`src/rtl/usb_packet_rx_gen.sv`:
```
`default_nettype none
// ============================================================================
// Module   : usb_packet_rx_gen
// Brief    : USB packet receiver: PID check, CRC5/CRC16 residual check, token and
//            SOF field split, payload byte FIFO. Optional PKT_STATS_EN macro adds
//            good/bad packet counters.
// Revision : 1.0 - initial release
// ============================================================================
module usb_packet_rx_gen #(
    parameter int MAX_PAYLOAD = 1023,
    parameter int LEN_W       = 11,
    parameter int FIFO_DEPTH  = 8
) (
    input  logic             clk,
    input  logic             rst,
    input  logic             rx_start,
    input  logic             rx_finish,
    input  logic             rx_status,
    input  logic             rx_bit,
    output logic [3:0]       pid,
    output logic             pid_valid,
    output logic [1:0]       pkt_class,
    output logic [6:0]       tok_addr,
    output logic [3:0]       tok_endp,
    output logic [10:0]      sof_frame,
    output logic [LEN_W-1:0] pkt_len,
    output logic             pkt_done,
    output logic             pkt_ok,
    output logic [4:0]       err,
    output logic [7:0]       out_data,
    output logic             out_valid,
    input  logic             out_ready
`ifdef PKT_STATS_EN
    ,
    output logic [15:0]      stat_good,
    output logic [15:0]      stat_bad
`endif
);

    localparam int               c_AW        = $clog2(FIFO_DEPTH);
    localparam logic [LEN_W-1:0] c_MAX_LEN   = LEN_W'(MAX_PAYLOAD);
    localparam logic [4:0]       c_CRC5_RES  = 5'b01100;
    localparam logic [15:0]      c_CRC16_RES = 16'h800D;

    typedef enum logic [1:0] {ST_IDLE, ST_PID, ST_BODY, ST_CHECK} state_t;

    typedef struct packed {
        logic [3:0]       pid;
        logic             pid_valid;
        logic [6:0]       tok_addr;
        logic [3:0]       tok_endp;
        logic [10:0]      sof_frame;
        logic [LEN_W-1:0] pkt_len;
        logic             pkt_ok;
        logic [4:0]       err;
        logic [2:0]       bit_cnt;
        logic [1:0]       byte_cnt;
        logic [7:0]       shift;
        logic [7:0]       h0;
        logic [7:0]       h1;
        logic [4:0]       crc5;
        logic [15:0]      crc16;
        logic             push_pend;
        logic [7:0]       push_byte;
    } ctx_t;

    function automatic ctx_t f_ctx_clear();
        ctx_t v;
        v       = '0;
        v.crc5  = 5'h1F;
        v.crc16 = 16'hFFFF;
        return v;
    endfunction

    state_t r_state, w_state_nxt;
    ctx_t   r_ctx, w_ctx;
    logic   r_pkt_done, w_done_nxt;

    logic [7:0]  r_mem [FIFO_DEPTH];
    logic [c_AW:0] r_wr_ptr, r_rd_ptr;
    logic [7:0]  r_last;

    logic       w_in_pkt, w_bit_in, w_fb5, w_fb16;
    logic [7:0] w_byte;
    logic       w_empty, w_full, w_pop, w_push_req, w_wr, w_ovf_now, w_long_now;
    logic       w_aligned, w_len_bad, w_crc_bad;

    assign w_in_pkt   = (r_state == ST_PID) || (r_state == ST_BODY);
    assign w_bit_in   = rx_status && w_in_pkt;
    assign w_byte     = {rx_bit, r_ctx.shift[7:1]};
    assign w_fb5      = r_ctx.crc5[4] ^ rx_bit;
    assign w_fb16     = r_ctx.crc16[15] ^ rx_bit;

    assign w_empty    = (r_wr_ptr == r_rd_ptr);
    assign w_full     = (r_wr_ptr[c_AW] != r_rd_ptr[c_AW]) &&
                        (r_wr_ptr[c_AW-1:0] == r_rd_ptr[c_AW-1:0]);
    assign w_pop      = !w_empty && out_ready;
    assign w_push_req = r_ctx.push_pend && !rx_start;
    assign w_wr       = w_push_req && (r_ctx.pkt_len != c_MAX_LEN) && (!w_full || w_pop);
    assign w_ovf_now  = w_push_req && (r_ctx.pkt_len != c_MAX_LEN) && w_full && !w_pop;
    assign w_long_now = w_push_req && (r_ctx.pkt_len == c_MAX_LEN);

    always_ff @(posedge clk) begin
        if (rst) begin
            r_state <= ST_IDLE;
        end else begin
            r_state <= w_state_nxt;
        end
    end

    always_comb begin
        w_state_nxt = r_state;
        if (rx_start) begin
            w_state_nxt = ST_PID;
        end else begin
            case (r_state)
                ST_PID: begin
                    if (rx_finish)
                        w_state_nxt = ST_CHECK;
                    else if (w_bit_in && r_ctx.bit_cnt == 3'd7)
                        w_state_nxt = ST_BODY;
                end
                ST_BODY:  if (rx_finish) w_state_nxt = ST_CHECK;
                ST_CHECK: w_state_nxt = ST_IDLE;
                default:  w_state_nxt = r_state;
            endcase
        end
    end

    // Status is evaluated in the rx_finish cycle using this cycle's updated
    // context so that pkt_done and the final status appear together at T+1.
    always_comb begin
        w_ctx           = r_ctx;
        w_done_nxt      = 1'b0;
        w_aligned       = 1'b1;
        w_len_bad       = 1'b0;
        w_crc_bad       = 1'b0;
        w_ctx.push_pend = 1'b0;
        if (w_wr)       w_ctx.pkt_len = r_ctx.pkt_len + 1'b1;
        if (w_ovf_now)  w_ctx.err[4]  = 1'b1;
        if (w_long_now) w_ctx.err[3]  = 1'b1;
        if (w_bit_in) begin
            w_ctx.shift   = w_byte;
            w_ctx.bit_cnt = r_ctx.bit_cnt + 3'd1;
            if (r_state == ST_PID) begin
                if (r_ctx.bit_cnt == 3'd7) begin
                    w_ctx.pid       = w_byte[3:0];
                    w_ctx.pid_valid = (w_byte[7:4] == ~w_byte[3:0]);
                end
            end else begin
                w_ctx.crc5  = {r_ctx.crc5[3:0], 1'b0} ^ (w_fb5 ? 5'h05 : 5'h00);
                w_ctx.crc16 = {r_ctx.crc16[14:0], 1'b0} ^ (w_fb16 ? 16'h8005 : 16'h0000);
                if (r_ctx.bit_cnt == 3'd7) begin
                    w_ctx.byte_cnt = (r_ctx.byte_cnt == 2'd3) ? 2'd3 : r_ctx.byte_cnt + 2'd1;
                    w_ctx.h0       = r_ctx.h1;
                    w_ctx.h1       = w_byte;
                    if (r_ctx.pid[1:0] == 2'd3 && r_ctx.byte_cnt >= 2'd2) begin
                        w_ctx.push_pend = 1'b1;
                        w_ctx.push_byte = r_ctx.h0;
                    end
                    if (r_ctx.pid[1:0] == 2'd1 && r_ctx.byte_cnt == 2'd1) begin
                        w_ctx.tok_addr  = r_ctx.h1[6:0];
                        w_ctx.tok_endp  = {w_byte[2:0], r_ctx.h1[7]};
                        w_ctx.sof_frame = {w_byte[2:0], r_ctx.h1};
                    end
                end
            end
        end
        if (rx_finish && w_in_pkt) begin
            w_done_nxt = 1'b1;
            if (r_state == ST_BODY) w_aligned = (w_ctx.bit_cnt == 3'd0);
            case (w_ctx.pid[1:0])
                2'd1: begin
                    w_len_bad = (w_ctx.byte_cnt != 2'd2);
                    w_crc_bad = (w_ctx.crc5 != c_CRC5_RES);
                end
                2'd2: w_len_bad = (w_ctx.byte_cnt != 2'd0);
                2'd3: begin
                    w_len_bad = (w_ctx.byte_cnt < 2'd2);
                    w_crc_bad = (w_ctx.crc16 != c_CRC16_RES);
                end
                default: w_len_bad = 1'b0;
            endcase
            w_ctx.err[2:0] = {!w_aligned || w_len_bad, w_crc_bad, !w_ctx.pid_valid};
            w_ctx.pkt_ok   = (w_ctx.pid[1:0] != 2'd0) && (w_ctx.err == 5'd0);
        end
        if (rx_start) begin
            w_ctx      = f_ctx_clear();
            w_done_nxt = 1'b0;
        end
    end

    always_ff @(posedge clk) begin
        if (rst) begin
            r_ctx      <= f_ctx_clear();
            r_pkt_done <= 1'b0;
        end else begin
            r_ctx      <= w_ctx;
            r_pkt_done <= w_done_nxt;
        end
    end

    always_ff @(posedge clk) begin
        if (w_wr) r_mem[r_wr_ptr[c_AW-1:0]] <= r_ctx.push_byte;
    end

    always_ff @(posedge clk) begin
        if (rst) begin
            r_wr_ptr <= '0;
            r_rd_ptr <= '0;
            r_last   <= 8'h00;
        end else begin
            if (w_wr) r_wr_ptr <= r_wr_ptr + 1'b1;
            if (w_pop) begin
                r_rd_ptr <= r_rd_ptr + 1'b1;
                r_last   <= r_mem[r_rd_ptr[c_AW-1:0]];
            end
        end
    end

`ifdef PKT_STATS_EN
    logic [15:0] r_stat_good, r_stat_bad;

    always_ff @(posedge clk) begin
        if (rst) begin
            r_stat_good <= 16'h0000;
            r_stat_bad  <= 16'h0000;
        end else if (r_pkt_done) begin
            if (r_ctx.pkt_ok && r_stat_good != 16'hFFFF) r_stat_good <= r_stat_good + 16'd1;
            if (!r_ctx.pkt_ok && r_stat_bad != 16'hFFFF) r_stat_bad <= r_stat_bad + 16'd1;
        end
    end

    assign stat_good = r_stat_good;
    assign stat_bad  = r_stat_bad;
`endif

    assign pid       = r_ctx.pid;
    assign pid_valid = r_ctx.pid_valid;
    assign pkt_class = r_ctx.pid[1:0];
    assign tok_addr  = r_ctx.tok_addr;
    assign tok_endp  = r_ctx.tok_endp;
    assign sof_frame = r_ctx.sof_frame;
    assign pkt_len   = r_ctx.pkt_len;
    assign pkt_done  = r_pkt_done;
    assign pkt_ok    = r_ctx.pkt_ok;
    assign err       = r_ctx.err;
    assign out_valid = !w_empty;
    assign out_data  = w_empty ? r_last : r_mem[r_rd_ptr[c_AW-1:0]];

endmodule
`default_nettype wire
```
`config.mk`:
```
export PLATFORM = sky130hd
export DESIGN_NAME = usb_packet_rx_gen
export DESIGN_NICKNAME = d
export VERILOG_FILES = /design/src/rtl/usb_packet_rx_gen.sv
export SDC_FILE = /design/constraint.sdc
export NUM_CORES = 1
export LEC_CHECK = 0
export CAP_MARGIN = 30
export CORE_MARGIN = 2
export CORE_UTILIZATION = 30
export CTS_BUF_LIST = sky130_fd_sc_hd__clkbuf_4
export CTS_CLUSTER_DIAMETER = 100
export CTS_CLUSTER_SIZE = 40
export DETAILED_ROUTE_END_ITERATION = 8
export GPL_TIMING_DRIVEN = 1
export MAX_ROUTING_LAYER = met4
export PLACE_DENSITY_LB_ADDON = 0.2
export SKIP_LAST_GASP = 1
export SYNTH_ARGS = -nofsm -noshare
export SYNTH_HDL_FRONTEND = slang
export SYNTH_SLANG_ARGS = --single-unit
```
`constraint.sdc`:
```
create_clock -name clk -period 3.3 [get_ports clk]
set_clock_uncertainty 0.05 [all_clocks]
set_input_delay 0.825 -clock clk [delete_from_list [all_inputs] [get_ports clk]]
set_output_delay 0.825 -clock clk [all_outputs]
set_load 0.02 [all_outputs]
```
## After elaboration in Yosys (flattened, before gate mapping)

Memory sizes are Yosys's and may differ from the RTL's. A register that Yosys moved wholly into a read port is not among the register bits.
Cells that the tools add are included.

- Add/sub/neg operators: 5
- Multipliers: 0
- Divide/modulo/power cells: 0
- Order comparisons: 2
- Eq/ne operators: 24
- Shift operators: 0
- Multiplexer cells: 35
- Bitwise operators: 8
- Reductions and logical operators: 37

Operators with widths:

| cell | number |
|---|---|
| $mux 22 | 3 |
| $mux 59 | 1 |
| $mux 46 | 1 |
| $mux 16 | 2 |
| $mux 25 | 1 |
| $mux 9 | 2 |
| $ne 16x16->1 const B | 1 |
| $xor 16x16->16 | 1 |
| $mux 3 | 5 |
| $logic_and 1x1->1 | 14 |
| $eq 2x2->1 const B | 6 |
| $mux 2 | 6 |
| $reduce_and 3->1 | 4 |
| $add 11x1->11 const B | 1 |
| $eq 11x10->1 const B | 1 |
| $ne 11x10->1 const B | 1 |
| $mux 1 | 10 |
| $add 4x1->4 const B | 2 |
| $eq 2x1->1 const B | 4 |
| $eq 4x4->1 | 2 |
| $mux 8 | 1 |
| $reduce_and 4->1 | 2 |
| $logic_not 1->1 | 6 |
| $pmux 2 s3 | 1 |
| 26 further kinds | 33 |

- Register bits after elaboration: 122
- Bits in latches: 0
- RAM bits: 64
- Memory bits (read-only): 0
- Input port bits: 7
- Output and inout port bits: 56
- Memories kept: 1

Memories:

| memory | words | bits a word | read ports | clocked after Yosys merged registers in | wr ports | line | source |
|---|---|---|---|---|---|---|---|
| r_mem | 8 | 8 | 1 | 1 | 1 | 79 | `logic [7:0] r_mem [FIFO_DEPTH];` |

## Logic depth before layout (Yosys ltp)

Gate-level depths: netlist (run 1).

- Word-level depth: 13
- Depth in mapped cells: 10

## Worst setup path before layout (run 1)

OpenSTA, ideal clock, no wires.

- Kind: in2reg
- Start point: input port rx_start
- End point: memory r_mem[1][0] (enable)
- Setup time: 0.398 ns
- Arrival time: 2.384 ns
- Path slack: 0.469 ns
- Cell stages on the path: 5
- Buffers on the path: 1
- Cells stage by stage: inv_1 -> o311a_1 -> o31ai_4 -> buf_2 -> nor4b_1

- Word-level cells in the longest chain between the ends: 6

Ends and longest elaborated chain:

| element | line | source |
|---|---|---|
| from (decl) | 16 | `input logic rx_start,` |
| $logic_not 1->1 | 98 | `assign w_push_req = r_ctx.push_pend && !rx_start;` |
| $logic_and 1x1->1 | 98 |  |
| $logic_and 1x1->1 (2 in a row) | 99 | `assign w_wr = w_push_req && (r_ctx.pkt_len != c_MAX_LEN) && (!w_full \|\| w_pop);` |
| $mux 1 | 204 | `if (w_wr) r_mem[r_wr_ptr[c_AW-1:0]] <= r_ctx.push_byte;` |
| $mux 1 (not written as such) | 204 |  |
| to (decl) | 79 |  |

Every way passes these cells.

==> results.sh, run 1 <==
export IMPL_portBuffers=62
export IMPL_yosys_top_cells_count="113 x dfxtp_1, 105 x nand2_1, 65 x nor2_1, 64 x edfxtp_1, 56 x a21oi_1"
export IMPL_synth_top_cell_by_area="dfxtp_1"
export IMPL_htreeDepth=4
export IMPL_leakagePower_nw=3.116
export IMPL_clkPwrFrac_pct=36.4
export IMPL_first_global_vias=4880
export IMPL_track_usage_pct=12.71
export IMPL_critPathRequiredTime_ps=2420
export IMPL_fp_row_count=58
export IMPL_setup_viol=0
export IMPL_nNetsFinal=750
export IMPL_cp_arrival_ps=2290
export IMPL_synth_fp_nets=728
export IMPL_syn_to_final_growth_pct=14.79
export IMPL_sw_frac_of_total_pct=24.60
export IMPL_reg2regPathDepth=8
export IMPL_die_area_mm2=0.02656
export IMPL_start_kind="flip-flop"
export IMPL_clockBufferDepth=2
export IMPL_ir_worst_vdd_mv=0.1718
export IMPL_cp_cell_sequence="clkbuf_16 -> mux4_2 -> mux2i_2 -> a21oi_1 -> dlygate4sd2_1"
export IMPL_p_per_area_mw_per_mm2=438.5
export IMPL_synth_seq_cells=177
export IMPL_p_switching_mw=0.9388
export IMPL_wl_per_cell_um=14.81
export IMPL_ys_types=56
export IMPL_maxSlewViolCount=0
export IMPL_syn_area_mm2=0.007582
export IMPL_synth_most_common_cell="dfxtp_1"
export IMPL_die_x_um=163.0
export IMPL_place_hpwl_mm=10.88
export IMPL_critPathMaxFanout=8
export IMPL_setup_ws_ps=139.7
export IMPL_reg2reg_slack_ps=720
export IMPL_drc=0
export IMPL_firstDrtPassIters=4
export IMPL_r2r_end="pkt_ok"
export IMPL_worstHoldPathCells=2
export IMPL_drive_gt1_share_pct=13.15
export IMPL_setup_tns_ps=0
export IMPL_antenna_found_initial=1
export IMPL_hp_start="r_ctx[39]"
export IMPL_grt_ovfl_total=0
export IMPL_yosysTopAreaCellShare_pct=29.83
export IMPL_ant_nets=0
export IMPL_fp_dieH_um=163.0
export IMPL_syn_area_per_cell_um2=10.68
export IMPL_ys_seq_area_share_pct=55.18
export IMPL_tightest_slew_ps=771.8
export IMPL_hold_class="reg -> reg"
export IMPL_slew_headroom_pct=48.48
export IMPL_dpl_cell_count=1042
export IMPL_endpoint_kind="output pin"
export IMPL_synth_ff_type="dfxtp_1"
export IMPL_synth_edf_count=64
export IMPL_place_worst_setup_slack_ps=317.7
export IMPL_path_clk_slew_ps=150
export IMPL_clkLatencyLatePin_ps=570
export IMPL_critPathMaxStageDelay_ps=510
export IMPL_fin_util_pct=34.86
export IMPL_clkSinkCount=177
export IMPL_fmax_ghz=0.3164
export IMPL_fillCellCount=2523
export IMPL_finalInstanceArea_mm2=0.008703
export IMPL_syn_inst=710
export IMPL_critical_path_slowest_cell="mux4_2"
export IMPL_placed_cell_area_mm2=0.008292
export IMPL_synthArstFlopShare_pct=0
export IMPL_hold_buffers=0
export IMPL_vias=4961
export IMPL_hold_viol=0
export IMPL_period_needed_ps=3160
export IMPL_r2r_start="r_state[0]"
export IMPL_worstSetupPathType="reg -> out"
export IMPL_via_per_inst=4.611
export IMPL_clockRootBuffer="clkbuf_4"
export IMPL_grt_pass1_wl_mm=25.61
export IMPL_gp_congestion=0.7991
export IMPL_cp_top_family="multiplexers"
export IMPL_drt_iter0_drc=238
export IMPL_yosysWarnings=0
export IMPL_ioPinCount=63
export IMPL_fin_crit_sh_pct=95.77
export IMPL_fin_cells=1076
export IMPL_p_seq_share_pct=59.5
export IMPL_p_int_mw=2.878
export IMPL_status="finished clean"
export IMPL_cts_tree="built"
export IMPL_start_util_pct=30.37
export IMPL_coreArea_mm2=0.02496
export IMPL_rsz0062_at_grt="true"
export IMPL_wl_mm=15.94
export IMPL_cts_buffers_inserted=17
export IMPL_synthTopCellsByArea="dfxtp_1 30%, edfxtp_1 25%, nand2_1 5.2%"
export IMPL_comb_power_share_pct=4.2
export IMPL_cp_num_buf_inv=2
export IMPL_hold_path_end="r_ctx[1]"
export IMPL_grt_max_degree=33
export IMPL_max_cap_violations=0
==> flip-flops by register name, indices dropped and copies added, names as in the netlist, 2 cells and up, named ones only <==
signal / flops
err: 5
pid: 4
pkt_len: 11
r_ctx: 58
r_last: 8
r_mem: 64
r_rd_ptr: 4
r_state: 2
r_wr_ptr: 4
tok_addr: 6
tok_endp: 4
==> repair_timing <==
item / in CTS / in global routing
resized for setup: 14 / 6
gates cloned: 0 / 1
setup buffers: 0 / 0
endpoints found under the setup margin: 9 / 9
pin swaps: 0 / 0
endpoints found under the hold margin: 0 / 0
==> worst min-delay path: cells and delay by family (launching register included) <==
| kind | cells | cell delay (ps) |
|---|---|---|
| flops | 1 | 340 |
| simple gates | 1 | 50 |
| compound gates | 1 | 50 |
==> worst max path at each step <==
stage	cells after the start	endpoint	start	slack, ps
after global placement	7	err[1]	rx_status	300
after CTS	5	out_data[5]	flip-flop	-10
after floorplan	5	r_mem[1][0]	rx_start	470
after global routing	5	out_data[0]	flip-flop	-10
after detailed placement	4	out_data[5]	r_wr_ptr[0]	320
final	5	out_data[0]	flip-flop	140
==> cells by family (layout without fill, tap and decap cells) <==
kind of cell | count (synthesis) | in the layout | synth area share [%]
other | 0 | 1 | 0
and+or+nand+nor | 255 | 255 | 15.56
xor gates and xnor gates | 26 | 26 | 3.399
DFF | 177 | 177 | 55.18
adders and majority gates | 11 | 11 | 1.815
buffers and inverters | 91 | 126 | 7.211
AOI/OAI and AO/OA | 106 | 106 | 8.317
muxes | 44 | 44 | 8.515
==> cell usage in the layout (no fill, tap or decap), drive strengths merged, types with 2 or more instances in the layout <==
| cell type | count |
|---|---|
| dfxtp | 113 |
| nand2 | 107 |
| nor2 | 68 |
| edfxtp | 64 |
| a21oi | 56 |
| clkdlybuf4s50 | 54 |
| nand3 | 27 |
| mux2i | 27 |
| buf | 25 |
| o21ai | 22 |
| xnor2 | 20 |
| clkbuf | 18 |
| mux4 | 16 |
| inv | 15 |
| nor3 | 12 |
| ha | 11 |
| a211oi | 9 |
| nor4 | 8 |
| dlygate4sd2 | 8 |
| nor3b | 6 |
| xor2 | 6 |
| nand4 | 5 |
| o31ai | 5 |
| and2 | 4 |
| or3 | 4 |
| a31oi | 4 |
| bufinv | 3 |
| or2 | 3 |
| clkinv | 3 |
| nand2b | 2 |
| o311a | 2 |
| nor4b | 2 |
| and3b | 2 |
| nor2b | 2 |
| o211a | 2 |
| nand3b | 2 |
==> per-layer routing <==
layer  routed length [µm]  vias up  GRT usage, %
met2                 7691       83         20.11
met1                 7618     2358         16.25
li1                     -     2502             -
met5                    0        -             -
met4                  192        0         3.781
met3                  436       18         2.979
==> layout make-up <==
class	instances	area, µm²	area share (%)
Tap cell	330	412.9	4.744
Clock inverter	15	207.7	2.386
Inverter	6	22.52	0.2588
Clock buffer	17	127.6	1.466
Antenna cell	1	2.502	0.02875
Timing Repair Buffer	88	835.8	9.603
Sequential cell	177	4189	48.13
Multi-Input combinational cell	442	2905	33.38
==> per-stage QoR <==
step | total power, mW | hold WS [ps]
after floorplan | 2.432 | 382.2
after global placement | 2.475 | 395.9
after detailed placement | 2.477 | 396.5
after CTS | 3.869 | 412.6
after global routing | 3.971 | 431.2
final | 3.817 | 416.1
==> power groups by stage <==
stage               sequential (mW)  combinational (mW)  clock [mW]
floorplan                      2.31               0.117           0
global placement               2.32               0.157           0
detailed placement             2.32               0.159           0
CTS                            2.27               0.159        1.44
global route                   2.27               0.178        1.52
finish                         2.27               0.159        1.39
No activity file was read; power rests on OpenSTA's default activity.
==> inputs of run 2 (changes only) <==
- ABC_CLOCK_PERIOD_IN_PS: default -> 3300
- CTS_BUF_LIST: sky130_fd_sc_hd__clkbuf_4 -> default
==> run 2 against run 1 <==
Register-to-register slack better by 20 ps. Clock power rose by 55%. Power grew 20%. Die area unchanged. Sequential share of layout area fell by 1.4 points. Routed wire length up 0.64%. Critical endpoint is now out_data[5]. Maximum frequency is 3.3% higher. Setup slack better by 100 ps. Flip-flop and latch count unchanged. Critical path depth unchanged. First-iteration DRC count decreased by 0.84%. Critical path type unchanged. Clock-buffer cell count unchanged. Largest power group unchanged.
==> results.sh, run 2 (synthesized netlist as in run 1, its figures left out) <==
export IMPL_status="finished clean"
export IMPL_via_per_inst=4.622
export IMPL_first_global_vias=4920
export IMPL_wl_mm=16.04
export IMPL_ioPinCount=63
export IMPL_tightest_slew_ps=671.5
export IMPL_largest_reg_flops=64
export IMPL_path_clk_slew_ps=70
export IMPL_nNetsFinal=749
export IMPL_start_util_pct=30.37
export IMPL_hold_viol=0
export IMPL_fin_crit_sh_pct=92.73
export IMPL_cp_arrival_ps=2190
export IMPL_drc=0
export IMPL_die_area_mm2=0.02656
export IMPL_total_power_mw=4.580
export IMPL_cts_tree="built"
export IMPL_worstSetupPathType="reg -> out"
export IMPL_cp_cell_sequence="buf_12 -> mux4_2 -> mux2i_2 -> a21oi_1 -> dlygate4sd2_1"
export IMPL_grt_ovfl_total=0
export IMPL_portBuffers=62
export IMPL_critPathMaxFanout=16
export IMPL_layout_commonest_cell="dfxtp_1"
export IMPL_met3_usage_pct=2.979
export IMPL_slew_headroom_pct=55.18
export IMPL_hold_class="reg -> reg"
export IMPL_ir_worst_vdd_mv=0.2980
export IMPL_layout_common_cells="113 x dfxtp_1, 105 x nand2_1, 65 x nor2_1"
export IMPL_clockRootBuffer="clkbuf_16"
export IMPL_drt_iter0_drc=236
export IMPL_fp_row_count=58
export IMPL_gp_congestion=0.7991
export IMPL_coreArea_mm2=0.02496
export IMPL_syn_to_final_growth_pct=18.14
export IMPL_placed_cell_area_mm2=0.008292
export IMPL_grt_util_met1_pct=16.26
export IMPL_grt_max_degree=33
export IMPL_max_cap_violations=0
export IMPL_die_x_um=163.0
export IMPL_use_met2_pct=20.45
export IMPL_period_needed_ps=3060
export IMPL_cts_resized=10
export IMPL_setup_tns_ps=0
export IMPL_fmax_ghz=0.3268
export IMPL_grt_pass1_wl_mm=25.90
export IMPL_drive_gt1_share_pct=12.77
export IMPL_post_cts_buffers=0
export IMPL_finalInstanceArea_mm2=0.008957
export IMPL_cp_num_buf_inv=2
export IMPL_cts_buffers_inserted=17
export IMPL_clkLatencyLatePin_ps=430
export IMPL_firstDrtPassIters=5
export IMPL_clockBufferDepth=2
export IMPL_start_kind="flip-flop"
export IMPL_maxSlewViolCount=0
export IMPL_clkSinkCount=177
export IMPL_hold_buffers=0
export IMPL_vias=4964
export IMPL_leakagePower_nw=3.288
export IMPL_place_hpwl_mm=10.88
export IMPL_htreeDepth=4
export IMPL_antenna_cells=0
export IMPL_ant_nets=0
export IMPL_setup_viol=0
export IMPL_grt_busiest_layer="met2"
export IMPL_fp_dieH_um=163.0
export IMPL_critPathMaxStageDelay_ps=530
export IMPL_wl_per_cell_um=14.94
export IMPL_rsz0062_at_grt="false"
export IMPL_p_per_area_mw_per_mm2=511.4
export IMPL_critPathRequiredTime_ps=2420
export IMPL_cp_top_family="multiplexers"
export IMPL_endpoint_kind="output pin"
export IMPL_antenna_found_initial=0
export IMPL_track_usage_pct=12.88
export IMPL_critical_path_slowest_cell="mux4_2"
[run 2: cell types whose count changed in the layout (fill, tap and decap cells not counted), sizes merged]
cell | before | now
dlygate4sd2 | 8 | 4
dlymetal6s2s | 0 | 4
clkbuf | 18 | 17
diode | 1 | 0
[run 2: per-layer routing]
layer	vias to the layer above	wire length, µm
met2	70	7749
met3	12	426
met4	0	173
met5	-	0
met1	2388	7691
li1	2494	-
[run 2: final cells by class]
| type | instances | area (µm²) |
|---|---|---|
| clock buffer | 17 | 425.4 |
| clock inverter | 15 | 207.7 |
| inverter | 6 | 22.52 |
| tap | 330 | 412.9 |
| timing repair buffer | 87 | 825.8 |
| multi-input combinational | 442 | 2879 |
| sequential | 177 | 4184 |
| fill | 2494 | 16010 |
[run 2: path summary, 6_finish.rpt]
check | startpoint | to | slack, ps | cells after the start
max reg2reg | r_state[0] | pkt_ok | 740 | 8
min | r_ctx[39] | r_ctx[1] | 410 | 2
max | flip-flop | out_data[5] | 240 | 5
min reg2reg | r_ctx[39] | r_ctx[1] | 410 | 2
[run 2: through the flow]
| step | setup slack [ps] | utilization, % | hold WS (ps) | instances |
|---|---|---|---|---|
| floorplan | 468.6 | - | 382.2 | 710 |
| global placement | 300.1 | 33.21 | 395.9 | 1042 |
| detailed placement | 317.7 | 33.21 | 396.5 | 1042 |
| CTS | 0.8591 | 35.84 | 406.7 | 1074 |
| global route | 102.1 | 35.88 | 427.0 | 1074 |
| finish | 239.8 | 35.88 | 405.4 | 1074 |
[run 2: worst reg2reg max path, cell delays in order, from the launching register on]
cell      delay [ps]
dfxtp_1          440
inv_1            110
ha_1             490
nand3b_2         350
nor4_1           270
a21oi_1           70
nor4_1           290
a31oi_1          170
o31ai_1          250
[run 2: where the power goes]
| group | switching (mW) | internal, mW | total, mW | leakage [nW] |
|---|---|---|---|---|
| Sequential | 0.0137 | 2.26 | 2.27 | 1.66 |
| Combinational | 0.103 | 0.0555 | 0.159 | 1.32 |
| Clock | 0.920 | 1.23 | 2.15 | 0.313 |
| Total | 1.04 | 3.54 | 4.58 | 3.29 |
